### src/rtl/sys_row_pkg.sv
// Shared types and helpers for the output-stationary systolic row.
// Holds the job FSM state, width-derivation functions and the signed-add overflow check.
package sys_row_pkg;

    typedef enum logic [1:0] {
        ST_IDLE,
        ST_COMPUTE,
        ST_FLUSH,
        ST_DRAIN
    } state_t;

    // Width of k_len: must represent K_MAX itself.
    function automatic int calc_kw(input int k_max);
        return $clog2(k_max + 1);
    endfunction

    function automatic int calc_sw(input int s);
        return (s > 1) ? $clog2(s) : 1;
    endfunction

    // Two's-complement add overflows when both operands share a sign the result lacks.
    function automatic logic add_ovf(input logic a_msb, input logic b_msb, input logic s_msb);
        return (a_msb == b_msb) && (s_msb != a_msb);
    endfunction

endpackage

### src/rtl/sys_pe_mac.sv
// One output-stationary MAC PE: registered a/valid/b pass-through and a wrapping accumulator.
// Sticky overflow flag and accumulator are both cleared by i_clr.
module sys_pe_mac
    import sys_row_pkg::*;
#(
    parameter int N = 8,
    parameter int M = 18
) (
    input  logic         clk,
    input  logic         rst,
    input  logic         i_clr,
    input  logic [N-1:0] i_a,
    input  logic         i_a_vld,
    input  logic [N-1:0] i_b,
    output logic [N-1:0] o_a,
    output logic         o_a_vld,
    output logic [N-1:0] o_b,
    output logic [M-1:0] o_acc,
    output logic         o_ovf
);

    logic signed [2*N-1:0] w_prod;
    logic signed [M-1:0]   w_prod_ext;
    logic signed [M-1:0]   w_sum;
    logic signed [M-1:0]   r_acc;
    logic [N-1:0]          r_a;
    logic                  r_a_vld;
    logic [N-1:0]          r_b;
    logic                  r_ovf;

    assign w_prod     = $signed(i_a) * $signed(i_b);
    assign w_prod_ext = M'(w_prod);
    assign w_sum      = r_acc + w_prod_ext;

    // NOTE: all state uses non-blocking assignment so the next PE sees this PE's previous-cycle value.
    always_ff @(posedge clk or posedge rst) begin
        if (rst) begin
            r_a     <= '0;
            r_a_vld <= 1'b0;
            r_b     <= '0;
            r_acc   <= '0;
            r_ovf   <= 1'b0;
        end else begin
            r_a     <= i_a;
            r_a_vld <= i_a_vld;
            r_b     <= i_b;
            if (i_clr) begin
                r_acc <= '0;
                r_ovf <= 1'b0;
            end else if (i_a_vld) begin
                r_acc <= w_sum;
                if (add_ovf(r_acc[M-1], w_prod_ext[M-1], w_sum[M-1])) begin
                    r_ovf <= 1'b1;
                end
            end
        end
    end

    assign o_a     = r_a;
    assign o_a_vld = r_a_vld;
    assign o_b     = r_b;
    assign o_acc   = r_acc;
    assign o_ovf   = r_ovf;

endmodule

### src/rtl/sys_row_os.sv
// Output-stationary systolic row of S MAC PEs with job FSM, valid/ready drain and sticky overflow.
// Define SYS_ROW_SKEW_EN to skew the b lanes internally so callers present a and b unskewed.
module sys_row_os
    import sys_row_pkg::*;
#(
    parameter int N     = 8,
    parameter int M     = 18,
    parameter int S     = 8,
    parameter int K_MAX = 256,
    parameter int KW    = calc_kw(K_MAX),
    parameter int SW    = calc_sw(S)
) (
    input  logic           clk,
    input  logic           rst,
    input  logic           start,
    input  logic [KW-1:0]  k_len,
    input  logic [N-1:0]   a_in,
    input  logic [S*N-1:0] b_in,
    input  logic           a_valid,
    output logic           a_ready,
    output logic [N-1:0]   a_out,
    output logic [S*N-1:0] b_out,
    output logic [M-1:0]   d_data,
    output logic [SW-1:0]  d_idx,
    output logic           d_valid,
    input  logic           d_ready,
    output logic           d_last,
    output logic           ovf,
    output logic           busy,
    output logic           done
);

    state_t        r_state;
    logic [KW-1:0] r_k_len;
    logic [KW-1:0] r_beat_cnt;
    logic [SW-1:0] r_flush_cnt;
    logic [SW-1:0] r_idx;
    logic          r_a_ready;
    logic          r_d_valid;
    logic          r_busy;
    logic          r_done;

    logic          w_start_ok;
    logic          w_clr;
    logic          w_beat;
    logic [N-1:0]  w_a   [S+1];
    logic [S:0]    w_vld;
    logic [N-1:0]  w_b_lane [S];
    logic [M-1:0]  w_acc [S];
    logic [S-1:0]  w_ovf;

    assign w_start_ok = start && (k_len != '0) && (k_len <= KW'(K_MAX));
    assign w_clr      = (r_state == ST_IDLE) && w_start_ok;
    assign w_beat     = a_valid && r_a_ready;

    always_ff @(posedge clk or posedge rst) begin
        if (rst) begin
            r_state     <= ST_IDLE;
            r_k_len     <= '0;
            r_beat_cnt  <= '0;
            r_flush_cnt <= '0;
            r_idx       <= '0;
            r_a_ready   <= 1'b0;
            r_d_valid   <= 1'b0;
            r_busy      <= 1'b0;
            r_done      <= 1'b0;
        end else begin
            r_done <= 1'b0;
            case (r_state)
                ST_IDLE: begin
                    if (w_start_ok) begin
                        r_k_len    <= k_len;
                        r_beat_cnt <= '0;
                        r_idx      <= '0;
                        r_a_ready  <= 1'b1;
                        r_busy     <= 1'b1;
                        r_state    <= ST_COMPUTE;
                    end
                end
                ST_COMPUTE: begin
                    if (w_beat) begin
                        r_beat_cnt <= r_beat_cnt + KW'(1);
                        if (r_beat_cnt + KW'(1) == r_k_len) begin
                            r_a_ready   <= 1'b0;
                            r_flush_cnt <= '0;
                            r_state     <= ST_FLUSH;
                        end
                    end
                end
                // The last beat needs S-1 more cycles to reach PE S-1.
                ST_FLUSH: begin
                    if (r_flush_cnt == SW'(S-2)) begin
                        r_d_valid <= 1'b1;
                        r_idx     <= '0;
                        r_state   <= ST_DRAIN;
                    end else begin
                        r_flush_cnt <= r_flush_cnt + SW'(1);
                    end
                end
                ST_DRAIN: begin
                    if (d_ready) begin
                        if (r_idx == SW'(S-1)) begin
                            r_d_valid <= 1'b0;
                            r_busy    <= 1'b0;
                            r_done    <= 1'b1;
                            r_state   <= ST_IDLE;
                        end else begin
                            r_idx <= r_idx + SW'(1);
                        end
                    end
                end
                default: r_state <= ST_IDLE;
            endcase
        end
    end

`ifdef SYS_ROW_SKEW_EN
    // Lane g is delayed g cycles so it meets its a beat at PE g.
    for (genvar g = 0; g < S; g++) begin : g_skew
        if (g == 0) begin : g_direct
            assign w_b_lane[0] = b_in[0 +: N];
        end else begin : g_dl
            logic [N-1:0] r_dl [g];
            // NOTE: this small delay array is reset explicitly; it is flops, not a RAM.
            always_ff @(posedge clk or posedge rst) begin
                if (rst) begin
                    for (int j = 0; j < g; j++) r_dl[j] <= '0;
                end else if (w_clr) begin
                    for (int j = 0; j < g; j++) r_dl[j] <= '0;
                end else begin
                    r_dl[0] <= b_in[g*N +: N];
                    for (int j = 1; j < g; j++) r_dl[j] <= r_dl[j-1];
                end
            end
            assign w_b_lane[g] = r_dl[g-1];
        end
    end
`else
    for (genvar g = 0; g < S; g++) begin : g_lane
        assign w_b_lane[g] = b_in[g*N +: N];
    end
`endif

    assign w_a[0]   = a_in;
    assign w_vld[0] = w_beat;

    for (genvar g = 0; g < S; g++) begin : g_pe
        sys_pe_mac #(
            .N (N),
            .M (M)
        ) u_pe (
            .clk     (clk),
            .rst     (rst),
            .i_clr   (w_clr),
            .i_a     (w_a[g]),
            .i_a_vld (w_vld[g]),
            .i_b     (w_b_lane[g]),
            .o_a     (w_a[g+1]),
            .o_a_vld (w_vld[g+1]),
            .o_b     (b_out[g*N +: N]),
            .o_acc   (w_acc[g]),
            .o_ovf   (w_ovf[g])
        );
    end

    assign a_out   = w_a[S];
    assign a_ready = r_a_ready;
    assign d_valid = r_d_valid;
    assign d_idx   = r_idx;
    assign d_data  = r_d_valid ? w_acc[r_idx] : '0;
    assign d_last  = r_d_valid && (r_idx == SW'(S-1));
    assign ovf     = |w_ovf;
    assign busy    = r_busy;
    assign done    = r_done;

endmodule

### config.mk
export PLATFORM = sky130hd
export DESIGN_NAME = sys_row_os
export DESIGN_NICKNAME = d
export VERILOG_FILES = /design/src/rtl/sys_row_pkg.sv /design/src/rtl/sys_pe_mac.sv /design/src/rtl/sys_row_os.sv
export SDC_FILE = /design/constraint.sdc
export NUM_CORES = 2
export LEC_CHECK = 0
export ABC_AREA = 1
export BUFFER_PORTS_ARGS = -buffer_cell sky130_fd_sc_hd__buf_2
export CORE_ASPECT_RATIO = 1.75
export CORE_MARGIN = 4
export CORE_UTILIZATION = 35
export CTS_BUF_LIST = sky130_fd_sc_hd__clkbuf_4
export DETAILED_ROUTE_END_ITERATION = 8
export PLACE_DENSITY_LB_ADDON = 0.12
export SYNTH_ARGS = -nofsm -noshare
export SYNTH_HDL_FRONTEND = slang
export SYNTH_SLANG_ARGS = --single-unit
### constraint.sdc
create_clock -name clk -period 19.05 [get_ports clk]
set_input_delay 2.8575 -clock clk [delete_from_list [all_inputs] [get_ports clk]]
set_output_delay 2.8575 -clock clk [all_outputs]
set_load 0.05 [all_outputs]
# Yosys cells after proc, flatten, opt, wreduce, memory -nomap -nowiden
# Index checks and enable logic that the tools add are counted.
# totals
regBits	317
out_inout_bits	99
wordCells	228
# op_classes
addsub	11
n_mul	8
n_lt_le_gt_ge	2
eq_ne	30
muxes	75
bitwise_logic	1
reduce_logical	53
# ops
cell	n
two-way mux 18 bit	19
adder 18 x 16 -> 18 bit	8
multiplier 8 x 8 -> 16 bit	8
binary-select mux 18 bit (select 3 bit)	1
nonzero test 2 bit	20
two-way mux 1 bit	33
two-way mux 3 bit	7
two-way mux 9 bit	2
one-hot mux 9 bit (2 select lines)	1
AND reduction 2 bit	9
AND reduction 4 bit	4
inequality test 2 bit (second input constant)	7
logical AND 1 bit	13
two-way mux 2 bit	6
adder 9 x 1 -> 9 bit (second input constant)	1
== test 9 bit	1
less-or-equal comparator 9 bit (second input constant)	1
one-hot mux 3 bit (3 select lines)	1
nonzero test 9 bit	1
== test 1 bit	8
inequality test 1 bit	8
one-hot mux 2 bit (4 select lines)	1
OR reduction 8 bit	1
adder 3 x 1 -> 3 bit (second input constant)	2
other kinds (13)	17

# Depth between registers and ports, before layout
# depth
depth_word	7
depth_mapped	32

# Cells and area by module
# Synthesis repeated with hierarchy kept, for this count alone.
# unflattened
hier_cells	5674
area_unflattened_um2	41786.3
# by_module_without_submodules
module	n_inst	cells_each	area_per_inst_um2	seq_area_each_um2
sys_pe_mac (g_pe[1].u_pe ...)	2	646	4822.1	900.9
sys_pe_mac (g_pe[4].u_pe)	1	672	4895.9	900.9
sys_pe_mac (g_pe[7].u_pe)	1	626	4860.9	900.9
sys_pe_mac (g_pe[0].u_pe)	1	656	4843.4	900.9
sys_pe_mac (g_pe[3].u_pe)	1	640	4840.9	900.9
sys_pe_mac (g_pe[5].u_pe)	1	627	4813.4	900.9
sys_pe_mac (g_pe[6].u_pe)	1	642	4804.6	900.9
sys_row_os	1	519	3083.0	750.7

# Worst setup path before layout
# OpenSTA, ideal clock, no wires.
# synth_path
kind	input to register
startpoint	input port b_in[33]
endpoint	register g_pe[4].u_pe.r_acc[17]
arrival_ps	7520
t_required_ps	18933
setup_slack_ps	11413
path_stages	28
cell_sequence	clkbuf_1 nand2_1 inv_1 fa_1 inv_1 fa_1 inv_1 fa_1 inv_1 fa_1 inv_1 ha_1 a21oi_1 nand2_1 a21oi_1 nor2_1 o21ai_0 nand2_1 xor2_1 ha_1 nand2_1 nor2_1 nand2_1 nor3_1 nand3b_1 nand3_1 nand3_1 nand2_1
# synth_between
elab_chain_cells	4
# synth_lines
element	line_no	rtl
start: declaration	sys_row_os.sv:18	input logic [S*N-1:0] b_in,
multiplier 8 x 8 -> 16 bit	sys_pe_mac.sv:31	assign w_prod = $signed(i_a) * $signed(i_b);
adder 18 x 16 -> 18 bit	sys_pe_mac.sv:33	assign w_sum = r_acc + w_prod_ext;
two-way mux 18 bit	sys_pe_mac.sv:50	end else if (i_a_vld) begin
two-way mux 18 bit	sys_pe_mac.sv:47	if (i_clr) begin
end signal: assignment	sys_pe_mac.sv:51	r_acc <= w_sum;
end: declaration	sys_pe_mac.sv:25	logic signed [M-1:0] r_acc;
# No other way between the ends. The select of a mux whose other input is x is not followed.
# A chain may end at the register's enable or synchronous reset.

# Worst setup path after layout
# layout_path
startpoint	input port b_in[31]
endpoint	register g_pe[3].u_pe.r_acc[16]
# layout_between
elab_chain_cells	4
# layout_lines
element	line_no
multiplier 8 x 8 -> 16 bit	sys_pe_mac.sv:31
adder 18 x 16 -> 18 bit	sys_pe_mac.sv:33
two-way mux 18 bit	sys_pe_mac.sv:50
two-way mux 18 bit	sys_pe_mac.sv:47
end signal: assignment	sys_pe_mac.sv:51
end: declaration	sys_pe_mac.sv:25
# No other way between the ends. The select of a mux whose other input is x is not followed.

==> summary.txt <==
Run status
  • Status: finished, final reports clean

Clock tree
  • # Post-CTS Setup Buffers: 0
  • Clock Tree Root: clkbuf_4
  • Sink Count: 317
  • CTS tree: built
  • CTS Hold Bufs: 0
  • H-tree depth: 3
  • Clock slew at reported path FFs: 0.07 ns
  • Total clock buffers created by CTS: 95
  • Post_cts resized: 0
  • Clock Tree Buf Depth: 3
  • Worst-Skew Late Latency: 1.02 ns

Die
  • Chip width: 265 um
  • Die Footprint: 0.121 mm2
  • Die Span Y: 457 um
  • IO Pins: 185
  • Core area: between 0.1 and 0.15 mm2
  • Cell Rows: ~160
  • Initial Util: 35.3%

Synth
  • #FFs+latches synth: approximately 320
  • Top FF cell, synth: dfrtp_1
  • Synth cell types: 45
  • EDFF count, synth: 0
  • Post-Synthesis Cells: between 5k and 6k
  • Yosys warns: 0
  • Syn_area_per_cell: 7.49 um2
  • Async S/R FF share, synth: 100%
  • Sequential fraction of the synthesis area: 19.6%
  • Syn nets: 6303
  • Synth Cell Area: 0.0404 mm2

Placement
  • Routability cong.: 0.893
  • I/O Buffers: between 150 and 200
  • Placed insts: 6912
  • Detail Placement HPWL: 101 mm
  • Place WS: roughly 11 ns

STA
  • Hold Vio Cnt, Final: 0
  • Fin Hold WS: 0.473 ns
  • Unrepaired setup endpoints after global routing: no
  • Setup ws final: around 12 ns
  • Crit share post-route: 38.1%
  • Slew Limit Headroom: a little under a third
  • Setup Skew: 0.0487 ns
  • Least-Margin Pin Slew: 1.03 ns
  • Final setup vio count: 0
  • Min Tclk post-route: 7.26 ns
  • Max frequency: 138 MHz
  • Final Max Slew Viols: 0
  • Total negative slack: 0 ns

Worst setup path
  • Worst R2R End: g_pe[6].u_pe.o_acc[17]
  • CP arrival: 8.15 ns
  • Crit-path max FO: 8
  • Critical path class: input port to register
  • WP data required: 19.94 ns
  • Flop2flop setup slack: 13.20 ns
  • Reg2reg path depth: 29
  • Startpoint types: input port
  • Endpoint type of the worst setup path: register
  • Worst r2r src: g_pe[5].u_pe.o_a[7]

Hold path
  • Hold Path Stages: 0
  • Hold path start: g_pe[2].u_pe.o_a_vld
  • WHS Endpoint: g_pe[3].u_pe.o_a_vld
  • HP Class: register to register

Detailed routing
  • Vias: 33.8k
  • Initial drt markers: 1345
  • Residual DRC count: 0
  • Wire length per cell: 17.1 um
  • Post-DR vias/cell: 4.77
  • Drt pass-1 iters: 5
  • Post-Route WL: 121 mm
  • Final ANT Viol Nets: 0

GRT
  • Initial antenna violation count: 4
  • Largest net degree at the start of global routing: 99
  • Tot GR Track Use: between 20% and 30%
  • Total grt overflow: 0
  • Number of global-route vias before repair: 36.1k
  • First-pass GRT wire length: 193 mm

Cells and area
  • Synthesis-to-finish area growth: 8.61%
  • Commonest non-fill, non-tap cell in the layout: inv_1
  • Final nets: 6426
  • Layout cells sized above 1: 7.17%
  • Finished Layout Cells: 7086
  • # fillers: 12.2k
  • Most frequent cells in the layout: 1303 x inv_1, 1258 x nand2_1, 448 x fa_1, 377 x ha_1, 315 x dfrtp_1

Job
  • Max_cap viols: 0
worst max path at each step:
stage,from,endpoint,slack (ns),depth (start not counted)
floorplan,rst,a_ready,7.42,1
global placement,b_in[48],g_pe[6].u_pe.o_ovf,10.73,29
detailed placement,b_in[31],g_pe[3].u_pe.o_acc[16],10.75,27
CTS,d_idx[0],d_data[14],11.78,6
global route,b_in[63],g_pe[7].u_pe.o_acc[13],11.39,26
finish,b_in[31],g_pe[3].u_pe.o_acc[16],11.79,27
sequential cells by signal, summed over array words and instances (netlist names):
signal             flops
a_ready                1
busy                   1
d_idx                  3
d_valid                1
done                   1
g_pe.u_pe.o_a         64
g_pe.u_pe.o_a_vld      7
g_pe.u_pe.o_acc      144
g_pe.u_pe.o_b         64
g_pe.u_pe.o_ovf        8
r_beat_cnt             9
r_flush_cnt            3
r_k_len                9
r_state                2
kinds of logic after synthesis:
kind of cell	share of synthesized area, %
DFF	19.6
adders and majority gates	33.9
AOI/OAI and AO/OA	10.4
buffers and inverters	14.0
and+or+nand+nor	18.5
xor gates and xnor gates	3.53
cell type report:
class	count	area, um2	share of cell area [%]
timing repair buffer	192	981	2.24
tap	1494	1870	4.26
sequential	317	7940	18.1
multi-input combinational	3588	26800	61.1
inverter	1321	4970	11.3
clock inverter	48	370	0.844
clock buffer	124	931	2.12
antenna	2	5.00	0.0114
worst max-delay path, stage by stage:
cell,delay [ns]
buf_2,0.14
inv_1,0.15
or2_2,0.31
fa_1,0.45
fa_1,0.49
inv_1,0.05
fa_1,0.47
inv_1,0.05
fa_1,0.53
inv_1,0.06
ha_1,0.36
nand3_1,0.09
nand2_1,0.14
a21oi_1,0.08
o21ai_0,0.20
xnor2_1,0.15
inv_1,0.06
ha_1,0.42
nand2_1,0.12
nor2_1,0.15
nand3_1,0.10
nand3_1,0.21
nand2_1,0.12
o21bai_1,0.21
nand2_1,0.07
nand2_1,0.06
o22ai_1,0.06
per-layer routing:
layer	share of wire [%]	GRT usage (%)	wire, um
met5	0	0	0
met4	4.5	8.69	5420
met3	3.1	2.43	3750
met2	57	40.8	69500
met1	35	20.4	42800
synthesized netlist by cell type (8+ instances only):
| master | n | share of area [%] |
|---|---|---|
| a21o_1 | 26 | 0.48 |
| inv_1 | 1304 | 12 |
| nor3_1 | 29 | 0.36 |
| a21boi_0 | 20 | 0.37 |
| nor2_1 | 231 | 2.1 |
| a22o_1 | 10 | 0.22 |
| a21oi_1 | 280 | 3.5 |
| xor2_1 | 79 | 1.7 |
| o21bai_1 | 10 | 0.19 |
| o211ai_1 | 22 | 0.41 |
| a31oi_1 | 22 | 0.34 |
| xnor2_1 | 84 | 1.8 |
| or2_2 | 20 | 0.31 |
| nand2_1 | 1258 | 12 |
| inv_2 | 13 | 0.12 |
| fa_1 | 448 | 22 |
| o21ai_0 | 276 | 3.4 |
| dfrtp_1 | 317 | 20 |
| nand2_4 | 8 | 0.22 |
| clkbuf_1 | 144 | 1.3 |
| ha_1 | 377 | 12 |
| nand3b_1 | 13 | 0.24 |
| nand3_1 | 229 | 2.8 |
| o22ai_1 | 34 | 0.53 |
| nand4_1 | 25 | 0.39 |
| o21ai_1 | 53 | 0.66 |
| buf_2 | 15 | 0.19 |
metrics by stage:
stage               instance area, um2  utilization, %
finish                           43900            38.3
global route                     43900            38.3
CTS                              43900            38.3
detailed placement               42600            37.2
global placement                 42600            37.2
floorplan                        40400               -
Power is not shown: default switching activity piles up to over one toggle a cycle in this logic, so the estimate is an artifact.
